**config.mk**
```make
export PLATFORM = sky130hd
export DESIGN_NAME = avalon_arbiter
export DESIGN_NICKNAME = d
export VERILOG_FILES = /design/src/rtl/avalon_pkg.sv /design/src/rtl/avl_arb_pick.sv /design/src/rtl/avalon_arbiter.sv
export SDC_FILE = /design/constraint.sdc
export NUM_CORES = 1
export LEC_CHECK = 0
export ABC_AREA = 1
export CAP_MARGIN = 20
export CORE_AREA = 2 2 121 123
export CTS_CLUSTER_DIAMETER = 60
export DETAILED_ROUTE_END_ITERATION = 12
export DIE_AREA = 0 0 123 125
export HOLD_SLACK_MARGIN = 0.02
export PLACE_DENSITY = 0.67
export RECOVER_POWER = 25
export SLEW_MARGIN = 30
export SYNTH_ARGS = -nofsm -noshare
export SYNTH_HDL_FRONTEND = slang
export SYNTH_SLANG_ARGS = --single-unit
```
**constraint.sdc**
```tcl
create_clock -name clk -period 1.9 [get_ports clk]
set_input_delay 0.38 -clock clk [delete_from_list [all_inputs] [get_ports clk]]
set_output_delay 0.38 -clock clk [all_outputs]
set_load 0.02 [all_outputs]
```
**src/rtl/avalon_pkg.sv**
```systemverilog
// avalon_pkg: arbiter FSM state type and default Avalon bus widths/watchdog limit
package avalon_pkg;
  typedef enum logic {ARB_IDLE, ARB_BUSY} arb_state_t;
  localparam int AVL_ADDR_WIDTH = 32;
  localparam int AVL_DATA_WIDTH = 32;
  localparam int AVL_WAIT_TIMEOUT = 255;
endpackage

```
**src/rtl/avl_arb_pick.sv**
```systemverilog
// avl_arb_pick: one-hot winner from req[1:0] {m1,m0}; ARB_ROUND_ROBIN_EN picks the master not in last_grant on a tie, else m0 wins
module avl_arb_pick
  import avalon_pkg::*;
(
  input  logic [1:0] req,
  input  logic [1:0] last_grant,
  output logic [1:0] win
);
`ifdef ARB_ROUND_ROBIN_EN
  always_comb win = &req ? (last_grant[0] ? 2'b10 : 2'b01) : req;
`else
  logic unused_last_grant;
  assign unused_last_grant = ^last_grant;
  always_comb win = req[0] ? 2'b01 : req;
`endif
endmodule

```
**src/rtl/avalon_arbiter.sv**
```systemverilog
// avalon_arbiter: two-master Avalon-MM arbiter (m0/m1 -> avl slave) with registered grant, waitrequest handshake, timeout watchdog; ARB_ROUND_ROBIN_EN selects round-robin tie-break
module avalon_arbiter
  import avalon_pkg::*;
#(
  parameter int ADDR_WIDTH   = AVL_ADDR_WIDTH,
  parameter int DATA_WIDTH   = AVL_DATA_WIDTH,
  parameter int WAIT_TIMEOUT = AVL_WAIT_TIMEOUT
) (
  input  logic                    clk,
  input  logic                    rst,
  input  logic [ADDR_WIDTH-1:0]   m0_address,
  input  logic [DATA_WIDTH/8-1:0] m0_byteenable,
  input  logic [DATA_WIDTH-1:0]   m0_writedata,
  input  logic                    m0_read,
  input  logic                    m0_write,
  output logic [DATA_WIDTH-1:0]   m0_readdata,
  output logic                    m0_waitrequest,
  input  logic [ADDR_WIDTH-1:0]   m1_address,
  input  logic [DATA_WIDTH/8-1:0] m1_byteenable,
  input  logic [DATA_WIDTH-1:0]   m1_writedata,
  input  logic                    m1_read,
  input  logic                    m1_write,
  output logic [DATA_WIDTH-1:0]   m1_readdata,
  output logic                    m1_waitrequest,
  output logic [ADDR_WIDTH-1:0]   avl_address,
  output logic [DATA_WIDTH/8-1:0] avl_byteenable,
  output logic [DATA_WIDTH-1:0]   avl_writedata,
  output logic                    avl_read,
  output logic                    avl_write,
  input  logic [DATA_WIDTH-1:0]   avl_readdata,
  input  logic                    avl_waitrequest,
  output logic [1:0]              grant,
  output logic                    timeout_err
);
  localparam int CW = WAIT_TIMEOUT > 0 ? $clog2(WAIT_TIMEOUT + 1) : 1;
  arb_state_t state;
  logic [CW-1:0] cnt;
  logic [1:0] req, win, last_grant;
  logic busy, sel, abort, done;
  assign req = {m1_read | m1_write, m0_read | m0_write};
  avl_arb_pick u_pick (.req(req), .last_grant(last_grant), .win(win));
  always_comb begin
    busy = state == ARB_BUSY;
    sel = grant[1];
    avl_address = busy ? (sel ? m1_address : m0_address) : '0;
    avl_byteenable = busy ? (sel ? m1_byteenable : m0_byteenable) : '0;
    avl_writedata = busy ? (sel ? m1_writedata : m0_writedata) : '0;
    avl_write = busy & (sel ? m1_write : m0_write);
    avl_read = busy & (sel ? m1_read & ~m1_write : m0_read & ~m0_write);
    abort = busy & avl_waitrequest & (WAIT_TIMEOUT != 0) & (cnt == CW'(WAIT_TIMEOUT - 1));
    done = busy & (~avl_waitrequest | ~(avl_read | avl_write) | abort);
    timeout_err = abort;
    m0_waitrequest = grant[0] ? avl_waitrequest & ~abort : 1'b1;
    m1_waitrequest = grant[1] ? avl_waitrequest & ~abort : 1'b1;
    m0_readdata = abort ? '0 : avl_readdata;
    m1_readdata = abort ? '0 : avl_readdata;
  end
`ifdef ARB_ROUND_ROBIN_EN
  always_ff @(posedge clk or posedge rst) begin
    if (rst) last_grant <= 2'b10;
    else if (!busy && |win) last_grant <= win;
  end
`else
  assign last_grant = 2'b10;
`endif
  always_ff @(posedge clk or posedge rst) begin
    if (rst) begin
      state <= ARB_IDLE;
      grant <= '0;
      cnt <= '0;
    end else if (!busy) begin
      state <= |win ? ARB_BUSY : ARB_IDLE;
      grant <= win;
      cnt <= '0;
    end else begin
      state <= done ? ARB_IDLE : ARB_BUSY;
      grant <= done ? 2'b00 : grant;
      cnt <= avl_waitrequest ? cnt + 1'b1 : cnt;
    end
  end
endmodule

```
# --- Word-level counts from Yosys, hierarchy flattened ---
# Cells that the tools add are included.
op_classes:
  bitwise_logic: 18
  reduce_logical: 1
  muxes: 19
  n_eq_ne: 3
  n_addsub: 1
op_table:
  columns: ["cell", "n"]
  rows:
  - ["$mux W32", 5]
  - ["$mux W8", 2]
  - ["$add A8 B1 Y8 const B", 1]
  - ["$and A1 B1 Y1", 8]
  - ["$eq A8 B8 Y1 const B", 1]
  - ["$mux W4", 2]
  - ["$mux W1", 7]
  - ["$mux W2", 3]
  - ["$not A1 Y1", 5]
  - ["$or A1 B1 Y1", 5]
  - ["$ne A2 B1 Y1 const B", 1]
  - ["$ne A2 B2 Y1 const B", 1]
  - ["$reduce_or A2 Y1", 1]
totals:
  output_inout_bits: 139
  wordCells: 45
  register_bits: 11

# --- Longest topological paths before layout ---
# Gate-level depths: netlist of the first run.
logic_depth:
  depth_word: 11
  depth_mapped: 9
  depth_no_buf: 7

# --- Modules after synthesis ---
# A second synthesis of the first run with hierarchy kept.
hier_totals:
  hier_cells: 421
  hier_area_um2: 2134.5
modules_own_cells:
  columns: ["module", "cells_each", "area_per_inst_um2", "instances", "seq_area_each_um2"]
  rows:
  - ["avalon_arbiter", 418, 2117.0, 1, 275.3]
  - ["avl_arb_pick", 3, 17.5, 1, 0.0]

# --- Worst setup path before layout of the first run ---
# OpenSTA, ideal clock, no wires.
synth_path:
  kind: "register to output"
  startpoint: "reg cnt[0]"
  endpoint: "out m1_readdata[4]"
  t_required_ns: 1.520
  path_stages_with_launch: 10
  path_buffers: 2
  slack_ns: -0.025
  arrival_time_ns: 1.545
  cell_sequence: "dfrtp_1 > inv_1 > ha_1 > nand3_1 > nor2_1 > nand2_2 > inv_4 > buf_12 > nor2_1 > buf_4"
synth_between:
  elab_chain_cells: 3
synth_rtl:
  columns: ["item", "line_no", "source"]
  rows:
  - ["start: declaration", "avalon_arbiter.sv:37", "logic [CW-1:0] cnt;"]
  - ["start signal: assignment", "avalon_arbiter.sv:78", "cnt <= avl_waitrequest ? cnt + 1'b1 : cnt;"]
  - ["$eq A8 B8 Y1", "avalon_arbiter.sv:50", "abort = busy & avl_waitrequest & (WAIT_TIMEOUT != 0) & (cnt == CW'(WAIT_TIMEOUT - 1));"]
  - ["$and A1 B1 Y1", "avalon_arbiter.sv:50", null]
  - ["$mux W32", null, null]
  - ["end: declaration", "avalon_arbiter.sv:23", "output logic [DATA_WIDTH-1:0] m1_readdata,"]
# No other way between the ends.

# --- Final worst setup path of the first run ---
layout_path:
  startpoint: "reg cnt[1]"
  endpoint: "out m1_readdata[28]"
layout_between:
  elab_chain_cells: 3
layout_rtl:
  columns: ["item", "line_no", "source"]
  rows:
  - ["$eq A8 B8 Y1", "avalon_arbiter.sv:50", null]
  - ["$and A1 B1 Y1", "avalon_arbiter.sv:50", null]
  - ["$mux W32", "avalon_arbiter.sv:56", "m1_readdata = abort ? '0 : avl_readdata;"]
# No other way between the ends.

==> results of run 1 <==
through the flow:
step	cell area (um^2)	util (%)	hold slack, ps	power (mW)	std cells
2_1_floorplan	2188	-	232.4	2.218	421
3_3_place_gp	5477	38.56	547.1	4.230	894
3_5_place_dp	5477	38.56	565.2	4.241	894
4_1_cts	5438	38.28	458.6	4.449	912
5_1_grt	5891	41.47	614.5	5.003	915
6_report	5891	41.47	565.9	4.658	915
layout by cell type (no fill, tap or decap), types with 3 or more instances in the layout:
cell                              synthesis  routed
sky130_fd_sc_hd__buf_16                   0       3
sky130_fd_sc_hd__nand3_2                  0       3
sky130_fd_sc_hd__nor3_1                   4       3
sky130_fd_sc_hd__nor2_4                   0      20
sky130_fd_sc_hd__nand3_1                  8       5
sky130_fd_sc_hd__dfrtp_1                 11       9
sky130_fd_sc_hd__a21oi_1                  6       5
sky130_fd_sc_hd__nand4_1                  4       4
sky130_fd_sc_hd__o21ai_1                  1      24
sky130_fd_sc_hd__clkbuf_16                0       5
sky130_fd_sc_hd__nor2_1                 168     137
sky130_fd_sc_hd__nor2_2                   8      19
sky130_fd_sc_hd__buf_6                    2      61
sky130_fd_sc_hd__nand2_1                 25      18
sky130_fd_sc_hd__o21ai_2                  0      12
sky130_fd_sc_hd__clkdlybuf4s50_1          0     173
sky130_fd_sc_hd__buf_12                   1      10
sky130_fd_sc_hd__o21ai_0                 72      35
sky130_fd_sc_hd__nand2_2                  1       7
sky130_fd_sc_hd__inv_1                   48      47
sky130_fd_sc_hd__buf_4                   39      55
sky130_fd_sc_hd__buf_2                    4      57
kinds of logic (layout without fill, tap and decap cells):
kind of cell	after synthesis	count (layout)	share of synthesized area (%)
and+or+nand+nor	219	219	40.36
buffers and inverters	110	420	27.63
AOI/OAI and AO/OA	79	79	18.19
DFF	11	11	12.67
adders and majority gates	2	2	1.151
path summary, 6_finish.rpt:
kind / to / from / depth (start not counted)
setup / recovery: m1_readdata[28] / cnt[1]$_DFFE_PP0P_ / 9
hold / removal: cnt[3]$_DFFE_PP0P_ / cnt[3]$_DFFE_PP0P_ / 2
setup reg to reg: grant[1]$_DFFE_PP0P_ / grant[1]$_DFFE_PP0P_ / 8
hold reg to reg: cnt[3]$_DFFE_PP0P_ / cnt[3]$_DFFE_PP0P_ / 2
max in group asynchronous: grant[1]$_DFFE_PP0P_ / rst / 2
min in group asynchronous: cnt[4]$_DFFE_PP0P_ / rst / 2
power breakdown:
group	total [mW]	switching (mW)	internal (mW)
clock	0.394	0.114	0.279
sequential	0.347	0.0623	0.285
combinational	3.92	2.22	1.70
total	4.66	2.39	2.27
metal layers:
metal / vias up / GRT usage, %
met3: 23 / 3.376
met1: 1634 / 17.76
li1: 1886 / -
met5: - / 0
met4: 0 / 4.144
met2: 144 / 26.94
repair_timing:
item                       in CTS  in global routing
setup buffers                   8                  4
setup endpoints to repair     137                122
pin swaps                       6                 11
gates cloned                    6                  2
gates resized for setup       613                207
worst max-delay path, stage by stage (launching register included):
cell and delay [ps]:
sky130_fd_sc_hd__dfrtp_1 400, sky130_fd_sc_hd__ha_4 180, sky130_fd_sc_hd__nand3_2 80, sky130_fd_sc_hd__nor2_2 40
sky130_fd_sc_hd__nand2_2 90, sky130_fd_sc_hd__clkinv_4 90, sky130_fd_sc_hd__buf_4 160, sky130_fd_sc_hd__buf_16 140
sky130_fd_sc_hd__nor2_4 120, sky130_fd_sc_hd__buf_6 140
state kept, by name (all words and copies together), names as in the netlist:
signal / count
grant: 2
cnt: 8
busy: 1
area by class of cell:
class                   instances  area [um^2]  share of cell area [%]
multi-input cells             300         1602                   27.19
flip-flops and latches         11        280.3                   4.758
clock buffers                   3        75.07                   1.274
clock inverters                 1        5.005                 0.08496
repair inverters                1        6.256                  0.1062
inverters                      50        200.2                   3.398
well taps                     184        230.2                   3.908
repair buffers                365         3492                   59.28
==> results.py, run 1 <==
metrics = {
    "setup_path": {
        "critical_path_required_ps": 1520,
        "cp-end-kind": "output port",
        "arrival_worst_endpoint_ps": 1690,
        "cp_max_fo": 4,
        "critical_path.startpoint_type": "flip-flop",
        "start_to_end_type_of_the_worst_setup_path": "reg -> out",
        "setup.reg_to_reg.worst_slack_ps": 400,
    },
    "final_layout": {
        "final_nets": 909,
        "layout-area-overhead-vs-synth_pct": 171.0,
        "post_route_cells_drive_above_1_share_pct": 36.53,
        "diodes": 0,
        "fill_cells": 1457,
    },
    "yosys": {
        "post-synth-top-area-cell": "sky130_fd_sc_hd__nor2_1",
        "mappedNetlistArea_um2": 2173,
        "postSynthCellCount": 421,
        "postSynth.topFlopCell": "sky130_fd_sc_hd__dfrtp_1",
        "post-synth-top-area-fraction_pct": 29.02,
        "synth_common_cells": "sky130_fd_sc_hd__nor2_1 (168), sky130_fd_sc_hd__o21ai_0 (72), sky130_fd_sc_hd__inv_1 (48), sky130_fd_sc_hd__buf_4 (39), sky130_fd_sc_hd__nand2_1 (25)",
        "synth-seq-cells": 11,
        "synth-edff-count": 0,
        "synth.most_common_cell": "sky130_fd_sc_hd__nor2_1",
        "syn-mean-instance-area_um2": 5.162,
        "postSynthNetCount": 598,
        "synthArstFlopShare_pct": 100.0,
        "post_synth_main_area_contributors": "sky130_fd_sc_hd__nor2_1 (29%), sky130_fd_sc_hd__o21ai_0 (17%), sky130_fd_sc_hd__buf_4 (13%), sky130_fd_sc_hd__dfrtp_1 (13%), sky130_fd_sc_hd__inv_1 (8.3%)",
        "yosys_warning_total": 0,
        "seq_area_frac_synth_pct": 12.67,
        "synth_cell_types": 21,
    },
    "timing": {
        "worst_pin_slew_ps": 440.5,
        "max_slew_margin_pct": 70.60,
        "timing.final.max_slew_violations": 0,
        "hold_viol": 0,
        "fmax_mhz": 482.7,
        "grt_setup_unrepaired": "yes",
        "period_minus_slack_ps": 2072,
        "setup_violations": 62,
        "worst_slack_ps": -171.6,
        "fin_setup_tns_ps": -5485,
        "period_share_pct": 109.0,
        "timing.clock.skew_ps": 2.549,
    },
    "clock_tree": {
        "clk_pin_slew_worst_paths_ps": 40,
        "cts_root_buffer": "sky130_fd_sc_hd__clkbuf_16",
        "cts_tree": "built",
        "number_of_sinks_driven_by_the_clock_tree": 11,
        "ctsHoldBuffers": 0,
        "clk_latency_ps": 240,
        "clk_path_buf_depth": 2,
        "h-tree-depth": 1,
        "numCtsBuffers": 3,
    },
    "global_routing": {
        "globalRouteOverflowTotal": 0,
        "grt_max_degree": 34,
        "grt_antenna_before_repair": 0,
        "grt_pass1_vias": 3577,
        "grt_pass1_wl_um": 18640,
        "gr-usage-all-layers_pct": 15.04,
    },
    "floorplanning": {
        "die_area_um2": 15380,
        "die_h_um": 125,
        "initial_core_util_pct": 15.30,
        "design.core.area_um2": 14200,
        "core.rowCount": 44,
        "num_io_pins": 314,
        "width_of_the_chip_um": 123,
    },
    "drt": {
        "drtIter0Drc": 162,
        "drt-vias-per-instance": 4.030,
        "drt-wirelength-per-cell_um": 14.24,
        "detailroute.via_count": 3687,
        "drt-met1-wl_um": 4891,
        "drt_pass1_iterations": 4,
        "met3_wirelength_um": 955,
        "route.detailed.drc": 0,
        "top_layer_used": "met4",
        "drtAntennaViolNets": 0,
        "wl_met2_um": 6935,
        "total_length_of_routed_wires_um": 13030,
    },
    "power": {
        "power.ir.vdd_worst_mv": 0.3962,
        "p_per_area_nw_per_um2": 790.8,
        "p_leak_nw": 2.840,
    },
    "placement": {
        "pre_cts_slack_ps": -543.0,
        "place_hpwl_um": 9365,
        "globalplace.congestion": 0.7908,
        "number_of_input_and_output_port_buffers_inserted": 313,
    },
    "worst_hold_path": {
        "timing.hold.worst.class": "reg -> reg",
    },
    "job": {
        "maxCapViolCount": 0,
    },
    "status": {
        "run_status": "finished with violations",
        "violations": "setup timing",
    },
}
No activity file was read; power rests on OpenSTA's default activity.
==> run 2: changes to the inputs <==
CAP_MARGIN = default   (was 20)
==> results of run 2 <==
The final DEF is identical to that of run 1; final timing and power are the same.
